`src/rtl/prbs_checker_16lane.sv`:
```
// prbs_checker_16lane
// Receive-side checker for 16 independent PRBS lanes carried one bit per lane
// in each valid deserialized word. Each lane self-seeds from the incoming
// stream, then a shared FSM verifies the stream (CHECK), declares lock, counts
// bit errors while LOCKED and reseeds after a run of errored words.
// Optional feature: define PRBS_CHK_LANE_STICKY_EN to build per-lane sticky
// error flags; otherwise lane_err_sticky is tied to zero.
module prbs_checker_16lane #(
    parameter int                N_PRBS   = 32,
    parameter logic [N_PRBS-1:0] EQN      = 32'h0010_0002,
    parameter int                LOCK_CNT = 8,
    parameter int                LOSS_CNT = 4,
    parameter int                ERR_W    = 32
) (
    input  logic             clk,
    input  logic             rst_n,
    input  logic             en,
    input  logic [15:0]      din,
    input  logic             din_valid,
    input  logic             clr,
    output logic [1:0]       state,
    output logic             locked,
    output logic             err_word,
    output logic [15:0]      lane_err,
    output logic [ERR_W-1:0] err_cnt,
    output logic [15:0]      lane_err_sticky
);

    typedef enum logic [1:0] {
        IDLE   = 2'd0,
        SEED   = 2'd1,
        CHECK  = 2'd2,
        LOCKED = 2'd3
    } state_t;

    localparam int SEED_W = $clog2(N_PRBS + 1);
    localparam int GOOD_W = $clog2(LOCK_CNT + 1);
    localparam int BAD_W  = $clog2(LOSS_CNT + 1);

    localparam logic [SEED_W-1:0] SEED_LAST = SEED_W'(N_PRBS - 1);
    localparam logic [GOOD_W-1:0] GOOD_LAST = GOOD_W'(LOCK_CNT - 1);
    localparam logic [BAD_W-1:0]  BAD_LAST  = BAD_W'(LOSS_CNT - 1);
    localparam logic [ERR_W-1:0]  ERR_MAX   = '1;

    state_t              state_reg;
    logic                locked_reg;
    logic                err_word_reg;
    logic [15:0]         lane_err_reg;
    logic [ERR_W-1:0]    err_cnt_reg;
    logic [SEED_W-1:0]   seed_cnt_reg;
    logic [GOOD_W-1:0]   good_cnt_reg;
    logic [BAD_W-1:0]    bad_cnt_reg;
    logic [N_PRBS-1:0]   hist_reg [16];

    logic [15:0]         pred;
    logic [15:0]         e;
    logic [4:0]          err_pop;
    logic [ERR_W+4:0]    err_sum;
    logic [ERR_W-1:0]    err_cnt_next;
    logic                word_active;

    // A word is only consumed when enabled and valid.
    assign word_active = en && din_valid;

    // Per-lane prediction from the lane history and the resulting error bit.
    for (genvar gi = 0; gi < 16; gi++) begin : g_lane
        assign pred[gi] = ^(hist_reg[gi] & EQN);
        assign e[gi]    = din[gi] ^ pred[gi];
    end

    // Number of lanes in error for this word.
    always_comb begin
        err_pop = '0;
        for (int i = 0; i < 16; i++) begin
            err_pop = err_pop + 5'(e[i]);
        end
    end

    // Saturating accumulation: widened sum so no overflow can wrap.
    assign err_sum      = {5'b0, err_cnt_reg} + {{ERR_W{1'b0}}, err_pop};
    assign err_cnt_next = (err_sum[ERR_W+4:ERR_W] != '0) ? ERR_MAX : err_sum[ERR_W-1:0];

    // Lane history: seeded/self-synchronised from din, free-running on prediction when locked.
    always_ff @(posedge clk or negedge rst_n) begin
        if (!rst_n) begin
            for (int l = 0; l < 16; l++) begin
                hist_reg[l] <= '0;
            end
        end else if (word_active) begin
            for (int l = 0; l < 16; l++) begin
                if (state_reg == SEED || state_reg == CHECK) begin
                    hist_reg[l] <= {hist_reg[l][N_PRBS-2:0], din[l]};
                end else if (state_reg == LOCKED) begin
                    hist_reg[l] <= {hist_reg[l][N_PRBS-2:0], pred[l]};
                end
            end
        end
    end

    // FSM with its counters, registered status and the per-word error report.
    always_ff @(posedge clk or negedge rst_n) begin
        if (!rst_n) begin
            state_reg    <= IDLE;
            locked_reg   <= 1'b0;
            err_word_reg <= 1'b0;
            lane_err_reg <= '0;
            seed_cnt_reg <= '0;
            good_cnt_reg <= '0;
            bad_cnt_reg  <= '0;
        end else begin
            err_word_reg <= 1'b0;
            lane_err_reg <= '0;
            if (!en) begin
                state_reg    <= IDLE;
                locked_reg   <= 1'b0;
                seed_cnt_reg <= '0;
                good_cnt_reg <= '0;
                bad_cnt_reg  <= '0;
            end else begin
                case (state_reg)
                    IDLE: begin
                        state_reg    <= SEED;
                        seed_cnt_reg <= '0;
                    end
                    SEED: begin
                        if (din_valid) begin
                            if (seed_cnt_reg == SEED_LAST) begin
                                state_reg    <= CHECK;
                                seed_cnt_reg <= '0;
                                good_cnt_reg <= '0;
                            end else begin
                                seed_cnt_reg <= seed_cnt_reg + 1'b1;
                            end
                        end
                    end
                    CHECK: begin
                        if (din_valid) begin
                            if (|e) begin
                                good_cnt_reg <= '0;
                            end else if (good_cnt_reg == GOOD_LAST) begin
                                state_reg    <= LOCKED;
                                locked_reg   <= 1'b1;
                                good_cnt_reg <= '0;
                                bad_cnt_reg  <= '0;
                            end else begin
                                good_cnt_reg <= good_cnt_reg + 1'b1;
                            end
                        end
                    end
                    LOCKED: begin
                        if (din_valid) begin
                            err_word_reg <= |e;
                            lane_err_reg <= e;
                            if (|e) begin
                                if (bad_cnt_reg == BAD_LAST) begin
                                    state_reg    <= SEED;
                                    locked_reg   <= 1'b0;
                                    seed_cnt_reg <= '0;
                                    bad_cnt_reg  <= '0;
                                end else begin
                                    bad_cnt_reg <= bad_cnt_reg + 1'b1;
                                end
                            end else begin
                                bad_cnt_reg <= '0;
                            end
                        end
                    end
                    default: state_reg <= IDLE;
                endcase
            end
        end
    end

    // Error counter: clr wins over a same-cycle increment; only LOCKED words count.
    always_ff @(posedge clk or negedge rst_n) begin
        if (!rst_n) begin
            err_cnt_reg <= '0;
        end else if (clr) begin
            err_cnt_reg <= '0;
        end else if (word_active && state_reg == LOCKED) begin
            err_cnt_reg <= err_cnt_next;
        end
    end

`ifdef PRBS_CHK_LANE_STICKY_EN
    logic [15:0] sticky_reg;

    // Sticky per-lane flags, set by LOCKED errors and cleared only by clr or reset.
    always_ff @(posedge clk or negedge rst_n) begin
        if (!rst_n) begin
            sticky_reg <= '0;
        end else if (clr) begin
            sticky_reg <= '0;
        end else if (word_active && state_reg == LOCKED) begin
            sticky_reg <= sticky_reg | e;
        end
    end

    assign lane_err_sticky = sticky_reg;
`else
    assign lane_err_sticky = 16'h0000;
`endif

    assign state    = state_reg;
    assign locked   = locked_reg;
    assign err_word = err_word_reg;
    assign lane_err = lane_err_reg;
    assign err_cnt  = err_cnt_reg;

endmodule

```
`config.mk`:
```
export PLATFORM = sky130hd
export DESIGN_NAME = prbs_checker_16lane
export DESIGN_NICKNAME = d
export VERILOG_FILES = /design/src/rtl/prbs_checker_16lane.sv
export SDC_FILE = /design/constraint.sdc
export NUM_CORES = 1
export LEC_CHECK = 0
export ABC_AREA = 1
export CAP_MARGIN = 10
export CORE_ASPECT_RATIO = 0.6
export CORE_MARGIN = 2
export CORE_UTILIZATION = 45
export CTS_CLUSTER_DIAMETER = 150
export CTS_CLUSTER_SIZE = 8
export DETAILED_ROUTE_END_ITERATION = 10
export PLACE_DENSITY = 0.74
export SYNTH_ARGS = -nofsm -noshare
export SYNTH_HDL_FRONTEND = slang
export SYNTH_SLANG_ARGS = --single-unit
```
`constraint.sdc`:
```
create_clock -name clk -period 11.4 [get_ports clk]
set_input_delay 2.28 -clock clk [delete_from_list [all_inputs] [get_ports clk]]
set_output_delay 2.28 -clock clk [all_outputs]
set_load 0.01 [all_outputs]
```
# After elaboration in Yosys (flattened, before gate mapping)
# Cells that the tools add are included.
# Widths: inputs -> output; s select.
[totals]
regBits = 401
latchBits = 0
ramBits = 0
romBits = 0
in_bits = 21
out_inout_bits = 68
mem_count = 0
[op_classes]
addsub = 19
mul = 0
n_div = 0
order_cmp = 0
eq_ne = 17
n_shift = 0
n_mux = 81
bitwise = 16
n_reduce_logical = 30
[op_table]
columns = ["cell", "n"]
rows = [
  ["$mux 21", 32],
  ["$reduce_xor 32->1", 16],
  ["$mux 32", 3],
  ["$add 5x1->5", 11],
  ["$mux 16", 3],
  ["$mux 6", 6],
  ["$add 32x5->33", 1],
  ["$mux 4", 6],
  ["$mux 3", 7],
  ["$mux 2", 9],
  ["$pmux 6 s3", 1],
  ["$reduce_or 16->1", 1],
  ["$xor 1x1->1", 16],
  ["$ne 3x2->1 const B", 4],
  ["$ne 3x3->1 const B", 4],
  ["$mux 1", 10],
  ["$reduce_and 5->1", 2],
  ["$pmux 2 s4", 1],
  ["$pmux 4 s2", 1],
  ["$reduce_and 8->1", 1],
  ["$reduce_and 7->1", 1],
  ["$add 6x1->6 const B", 1],
  ["$eq 6x5->1 const B", 1],
  ["$ne 3x1->1 const B", 2],
  ["20 further kinds", 23],
]

# Depth between registers and ports, before layout
# Gate-level depths: netlist of run 1.
[logic_depth]
word_depth = 22
depth_mapped = 25
depth_no_buf = 25

# Least setup slack after synthesis of run 1
# OpenSTA, ideal clock, no wires.
[synth_timing]
path_type = "input -> register"
startpoint = "input din[10]"
endpoint = "register err_cnt_reg[26], in the netlist err_cnt[26]"
setup_ns = 0.123
t_arrival_ns = 6.159
required_time_ns = 11.277
path_slack_ns = 5.118
path_stages = 22
path_buffers = 1
path_cell_list = "nand3b_1 nand2_1 inv_1 fa_1 fa_1 fa_1 fa_1 inv_1 fa_1 inv_1 fa_1 nand3_1 nand3_2 a21boi_2 nor2_2 nand2_1 nor2_2 nand2_1 buf_6 nand2_1 o21ai_0 nand2_1"
[synth_via]
elab_chain_cells = 12
[synth_lines]
columns = ["element", "line_no", "rtl"]
rows = [
  ["start, declared", "18", "input logic [15:0] din,"],
  ["$xor 1x1->1 (*)", "68", "assign e[gi] = din[gi] ^ pred[gi];"],
  ["$add 5x1->5 (*) (6 in series)", "75", "err_pop = err_pop + 5'(e[i]);"],
  ["$add 32x5->33 (*)", "80", "assign err_sum = {5'b0, err_cnt_reg} + {{ERR_W{1'b0}}, err_pop};"],
  ["$reduce_bool 5->1", "81", "assign err_cnt_next = (err_sum[ERR_W+4:ERR_W] != '0) ? ERR_MAX : err_sum[ERR_W-1:0];"],
  ["$mux 32 (*)", "81", ""],
  ["$mux 32 (*)", "180", "end else if (word_active && state_reg == LOCKED) begin"],
  ["$mux 32 (*)", "178", "end else if (clr) begin"],
  ["end signal, assigned", "181", "err_cnt_reg <= err_cnt_next;"],
  ["end, declared", "49", "logic [ERR_W-1:0] err_cnt_reg;"],
]
# Every way passes the cells marked *; elsewhere a longest branch is shown, timed or not. The select of a mux whose other input is x is not followed.
# A chain may end at the register's enable or synchronous reset.

# Final worst setup path of run 1
[layout_timing]
startpoint = "input din[6]"
endpoint = "register err_cnt_reg[6], in the netlist err_cnt[6]"
[layout_via]
elab_chain_cells = 16
[layout_lines]
columns = ["element", "line_no"]
rows = [
  ["$xor 1x1->1 (*)", "68"],
  ["$add 5x1->5 (*) (10 in series)", "75"],
  ["$add 32x5->33 (*)", "80"],
  ["$reduce_bool 5->1", "81"],
  ["$mux 32 (*)", "81"],
  ["$mux 32 (*)", "180"],
  ["$mux 32 (*)", "178"],
]
# Marks and branches as above.

==> out/results.md, run 1 <==
| Parameter | This run |
|:---|:---|
| Max Freq | 141.2 MHz |
| DP Wirelength | 22.99 mm |
| Portion of the post-synthesis area used by sequential elements | 57.33% |
| TritonCTS clock tree | yes |
| Number of routed nets with antenna violations | 0 |
| Resized Gates After CTS | 0 |
| Class of the most critical hold timing path | flip-flop to flip-flop |
| Yosys cell types | 40 |
| Total of buffers placed on input and output ports | 72 |
| Die width | 258.6 microns |
| Number of remaining DRC errors | 0 |
| Tot GR Track Use | 18.98% |
| Post-DR wirelength/cell | 13.87 microns |
| Outcome | finished, final reports clean |
| Number of global-route vias before repair | 12540 |
| Setup repair bufs after CTS | 0 |
| Synthesized area per cell | 8.347 sq um |
| Vert. Die Dim | 156.8 microns |
| Number of placed I/O pins | 89 |
| Number of antenna violations at the first check in global routing | 0 |
| Maximum number of pins on one net before global-route repair | 254 |
| Minimum clock period | 7.084 ns |
| Number of hold-slack violations in the final timing report | 0 |
| Buffer levels on the longest clock path | 3 |
| Antenna fix cells | 0 |
| Relative slew margins | 27.63% |
| Root buffer cell | clkbuf_16 |
| Post-placement cell count | 2602 |
| Number of iterations in the first detailed-routing pass | 6 |
| Slew Limit Fails | 0 |
| Initial Utilization | 46.08% |
| Number of cells on the worst hold path | 2 |
| Crit path arrival time | 7.54 ns |
| Nets | 2195 |
| Critical Path Fanout Max | 20 |
| Gp weighted congestion | 0.8992 |
| Clock net sink count | 401 |
| Worst setup skew after layout | 0.01721 ns |
| Final routed wirelength across all metal layers | 36.95 mm |
| Floorplan die area | 40540 sq um |
| Final core utilization | 52.58% |
| Maximum level of the CTS H-tree | 2 |
| EDFF count, synth | 0 |
| Setup CP Type | primary input to flip-flop |
| Kind of capture point of the worst setup path | flip-flop |
| Wire length of the first global-routing pass | 63.54 mm |
| Final Cell Area | 19970 sq um |
| Overflow left after global routing | 0 |
| Max-capacitance violation count | 0 |
| Count of vias placed by the detailed router | 13020 |
| Core footprint | 37990 sq um |
| Number of DRC violations after detailed-routing iteration 0 | 1205 |
| Leakage Power | 10.77 nW |
| Final-layout setup total negative slack | 0 ns |
| Count of yosys warnings during synthesis | 0 |
| Setup-failing EPs final | 0 |
| Kind of start point of the critical path | primary input |
| Leading register cell type out of synthesis | dfrtp_1 |
| Instance area after placement | 18510 sq um |
| Fraction of registers with async set/reset | 100.0% |
| Netlist area before placement | 17500 sq um |
| Largest voltage drop on the vdd net | 0.0002599 V |
| Fraction of the cycle the final worst path needs | 62.14% |
| Unrepaired setup endpoints after global routing | false |
| Number of standard cells in the final layout excluding fillers | 2663 |
| #FFs+latches synth | 401 |
| Length in cells of the worst reg-to-reg path | 23 |
| Via/cell ratio | 4.890 |
| Cell count after synthesis | 2097 |
| Register-to-register setup slack | 6.02 ns |
| Number of buffers inserted during clock tree synthesis | 56 |
| Transition at the pin with the smallest max-transition slack | 1.086 ns |
| Share of post-route cells with drive strength above 1 | 6.558% |
| Later-pin clock latency in the skew report | 0.58 ns |
| Hold-fix buffer count after cts | 0 |
| Growth of design area from synthesis to finish | 14.10% |
| Register clock-pin slew on the reported worst setup and hold paths | 0.05 ns |
| Std-Cell Rows | 55 |
| Largest register FFs | 336 |
| Power Density | 235.7 nW/um^2 |
| Data required time of the worst path | 11.85 ns |
-- layout make-up --
cell class                 instances  area [sq um]
clock buffer                      57          1405
clock inverter                     4         56.30
fill                            3395         18010
inverter                         118         450.4
multi-input combinational       1490          6574
sequential                       401         10030
tap                              513         641.9
timing repair buffer              80         810.8
-- routing by layer --
metal	track usage (%)	vias up	share of wire [%]	routed length (microns)
li1	-	6495	-	-
met1	28.20	6178	48	17840
met2	28.34	290	44	16340
met3	3.839	58	5.5	2031
met4	5.092	0	2.0	740
met5	0	-	0	0
-- path summary, 6_finish.rpt --
| kind | startpoint | end |
|---|---|---|
| max reg2reg | hist_reg[353] | err_cnt[6] |
| min in group asynchronous | rst_n | hist_reg[459] |
| min reg2reg | hist_reg[208] | hist_reg[209] |
| min | hist_reg[208] | hist_reg[209] |
| max | din[6] | err_cnt[6] |
| max in group asynchronous | rst_n | hist_reg[353] |
-- worst max-delay path: stages --
cell	delay (ns)
clkdlybuf4s50_1	0.52
nand3b_1	0.14
nand2_2	0.09
fa_1	0.55
inv_1	0.06
fa_1	0.46
fa_1	0.55
fa_1	0.42
inv_1	0.09
fa_1	0.18
inv_1	0.07
fa_1	0.40
nand3_1	0.11
nand3_2	0.10
a21boi_2	0.29
nor2_2	0.10
nand2_1	0.14
nor2_2	0.06
nand2_1	0.58
o21ai_0	0.20
nand2_1	0.10
nand2_1	0.05
-- layout by cell type, fill, tap and decap left out, drive strengths merged, types with 5 or more instances in the layout --
| cell type | synthesis | layout |
|---|---|---|
| nand3 | 60 | 60 |
| clkdlybuf4s50 | 0 | 71 |
| ha | 15 | 15 |
| buf | 56 | 9 |
| conb | 1 | 16 |
| or2 | 5 | 5 |
| nand4 | 14 | 14 |
| o21ai | 106 | 106 |
| clkbuf | 47 | 57 |
| dfrtp | 401 | 401 |
| nand2 | 1116 | 1116 |
| xor2 | 10 | 10 |
| inv | 117 | 119 |
| nor2 | 70 | 70 |
| nor3 | 15 | 15 |
| a21oi | 24 | 24 |
| nand3b | 12 | 12 |
| fa | 12 | 12 |
| o211ai | 5 | 5 |
-- Yosys cell counts, drive strengths merged (14+ instances only) --
library cell | number | area share, %
a21oi | 24 | 0.69
ha | 15 | 1.1
nand4 | 14 | 0.50
buf | 56 | 1.9
nand3 | 60 | 1.9
nand2 | 1116 | 24
dfrtp | 401 | 57
nor2 | 70 | 1.8
inv | 117 | 2.5
clkbuf | 47 | 1.0
nor3 | 15 | 0.43
o21ai | 106 | 3.2
-- through the flow --
stage / hold slack [ns] / power, mW / setup WS (ns)
6_report: 0.4640 / 4.707 / 4.316
3_3_place_gp: 0.4530 / 3.213 / 3.922
5_1_grt: 0.4759 / 5.046 / 4.035
2_1_floorplan: 0.4422 / 2.903 / 5.118
3_5_place_dp: 0.4583 / 3.272 / 3.756
4_1_cts: 0.4682 / 4.742 / 4.350
-- report_power, final --
part | total (mW) | leakage (nW) | switching, mW | internal [mW]
Sequential | 1.89 | 5.45 | 0.163 | 1.72
Clock | 1.43 | 0.716 | 0.574 | 0.860
Combinational | 1.39 | 4.60 | 0.889 | 0.497
-- cell families (layout without fill, tap and decap cells) --
family	count (synthesis)	in the layout	synth area share (%)
compound gates	141	141	4.368
flops	401	401	57.33
other cells	1	16	0.02142
simple gates	1295	1295	29.82
buf+inv	221	259	5.468
xor+xnor	11	11	0.5504
fa+ha+maj	27	27	2.445
Power figures use the tool's default switching activity.
==> run 2, diff against run 1 <==
==> constraint.sdc (replaced) <==
create_clock -name clk -period 6.9 [get_ports clk]
set_input_delay 1.38 -clock clk [delete_from_list [all_inputs] [get_ports clk]]
set_output_delay 1.38 -clock clk [all_outputs]
set_load 0.01 [all_outputs]
==> out/results.md, run 2 (synthesis gave the netlist of run 1 again) <==
| Parameter | This run | vs previous |
|:---|:---|:---|
| Std-Cell Rows | 55 | unchanged |
| Share of post-route cells with drive strength above 1 | 6.602% | +0.043 points |
| Largest register FFs | 336 | unchanged |
| Vert. Die Dim | 156.8 microns | unchanged |
| Class of the most critical hold timing path | flip-flop to flip-flop |  |
| Number of routed nets with antenna violations | 0 | unchanged |
| Clock net sink count | 401 | unchanged |
| Max Freq | 168.1 MHz |  |
| Buffer levels on the longest clock path | 3 | unchanged |
| Number of antenna violations at the first check in global routing | 0 | unchanged |
| Count of vias placed by the detailed router | 13180 | +1.3% |
| Number of buffers inserted during clock tree synthesis | 56 | unchanged |
| Number of iterations in the first detailed-routing pass | 5 | -1 |
| Number of DRC violations after detailed-routing iteration 0 | 1126 | -6.6% |
| Overflow left after global routing | 0 | unchanged |
| Power Density | 389.6 nW/um^2 | +65% |
| Post-placement cell count | 2603 | +0.038% |
| Maximum level of the CTS H-tree | 2 | unchanged |
| Transition at the pin with the smallest max-transition slack | 1.025 ns | -0.06037 ns |
| Relative slew margins | 31.66% | +4.0 points |
| Kind of capture point of the worst setup path | flip-flop |  |
| Most frequent standard cell in the layout excluding fill and tap cells | nand2_1 |  |
| Maximum number of pins on one net before global-route repair | 201 | -21% |
| TritonCTS clock tree | yes |  |
| Largest voltage drop on the vdd net | 0.0003039 V | +17% |
| Kind of start point of the critical path | primary input |  |
| Fraction of the cycle the final worst path needs | 86.23% |  |
| Growth of design area from synthesis to finish | 14.19% | about the same |
| Core footprint | 37990 sq um | unchanged |
| Die width | 258.6 microns | unchanged |
| Number of standard cells in the final layout excluding fillers | 2664 | +0.038% |
| Minimum clock period | 5.950 ns |  |
| Outcome | finished, final reports clean |  |
| Total of buffers placed on input and output ports | 72 | unchanged |
| Wire length of the first global-routing pass | 64.29 mm | +1.2% |
| DP Wirelength | 23.22 mm | +0.99% |
| Number of global-route vias before repair | 12920 | +3.0% |
| Hold-fix buffer count after cts | 0 | unchanged |
| Max-capacitance violation count | 0 | unchanged |
| Register clock-pin slew on the reported worst setup and hold paths | 0.05 ns | about the same |
| Root buffer cell | clkbuf_16 |  |
| Gp weighted congestion | 0.8796 | -2.2% |
| Initial Utilization | 46.08% | unchanged |
| Number of hold-slack violations in the final timing report | 0 | unchanged |
| Worst setup skew after layout | 0.01359 ns | -0.003627 ns |
| Nets | 2196 | +0.046% |
| Final-layout setup total negative slack | 0 ns | unchanged |
| Antenna fix cells | 0 | unchanged |
| Via/cell ratio | 4.949 | +1.2% |
| Setup CP Type | primary input to flip-flop |  |
| Floorplan die area | 40540 sq um | unchanged |
| Final routed wirelength across all metal layers | 37.69 mm | +2.0% |
| Setup-failing EPs final | 0 | unchanged |
| Data required time of the worst path | 7.40 ns | -4.45 ns |
| Tot GR Track Use | 19.33% | +0.34 points |
| Setup repair bufs after CTS | 0 | unchanged |
| Later-pin clock latency in the skew report | 0.57 ns | about the same |
| Critical Path Fanout Max | 11 | -45% |
| Leakage Power | 10.78 nW | about the same |
| Slew Limit Fails | 0 | unchanged |
| Final core utilization | 52.62% | about the same |
| Number of placed I/O pins | 89 | unchanged |
| Post-DR wirelength/cell | 14.15 microns | +2.0% |
| Commonest cells after routing, fill and taps aside | nand2_1, dfrtp_1, inv_1 |  |
| Number of remaining DRC errors | 0 | unchanged |
| Unrepaired setup endpoints after global routing | false |  |
| Resized Gates After CTS | 0 | unchanged |
| Crit path arrival time | 6.45 ns | -1.09 ns |
[run 2: layer usage]
metal / GRT usage [%] / wire length (microns) / vias to the layer above
met5: 0 / 0 / -
li1: - / - / 6504
met1: 27.64 / 17720 / 6282
met4: 5.863 / 817 / 0
met2: 30.12 / 17310 / 333
met3: 3.531 / 1842 / 65
[run 2: worst max-delay path, cell delays in order]
cell             delay [ns]
clkdlybuf4s50_1        0.52
nand3b_1               0.14
nand2_2                0.11
fa_1                   0.53
inv_1                  0.08
fa_1                   0.46
fa_1                   0.49
fa_1                   0.51
inv_1                  0.05
fa_1                   0.36
inv_1                  0.09
fa_1                   0.21
nand3_1                0.10
nand3_2                0.10
a21boi_2               0.11
nor2_2                 0.17
nand4_1                0.14
nor2_1                 0.60
o21ai_0                0.21
nand2_1                0.09
[run 2: final timing paths]
check | from | to | slack, ns | cells past startpoint
min | hist_reg[233] | hist_reg[233] | 0.47 | 2
max reg2reg | hist_reg[308] | err_cnt[10] | 1.77 | 21
max | din[6] | err_cnt[10] | 0.95 | 20
min in group asynchronous | rst_n | hist_reg[488] | 0.80 | 1
min reg2reg | hist_reg[233] | hist_reg[233] | 0.47 | 2
max in group asynchronous | rst_n | hist_reg[35] | 4.59 | 2
[run 2: cell type report]
cell class                      count  area [sq um]
Clock inverter                      3         26.28
Clock buffer                       58          1430
Timing Repair Buffer               81         830.8
Fill cell                        3401         18000
Sequential cell                   401         10030
Multi-Input combinational cell   1490          6574
Tap cell                          513         641.9
Inverter                          118         450.4
[run 2: per-stage QoR]
step,setup WS (ns),area [sq um],power [mW],hold slack [ns]
global placement,0.6338,18530,5.321,0.4529
global route,0.6991,19990,8.383,0.4816
detailed placement,0.4572,18530,5.450,0.4572
CTS,1.024,19990,7.873,0.4695
floorplan,1.518,17560,4.796,0.4422
finish,0.9503,19990,7.787,0.4653
[run 2: power by group]
| part | total [mW] | switching [mW] | leakage (nW) | internal [mW] |
|---|---|---|---|---|
| Sequential | 3.12 | 0.276 | 5.45 | 2.85 |
| Combinational | 2.29 | 1.47 | 4.61 | 0.822 |
| Clock | 2.37 | 0.935 | 0.717 | 1.44 |
| Total | 7.79 | 2.68 | 10.8 | 5.11 |
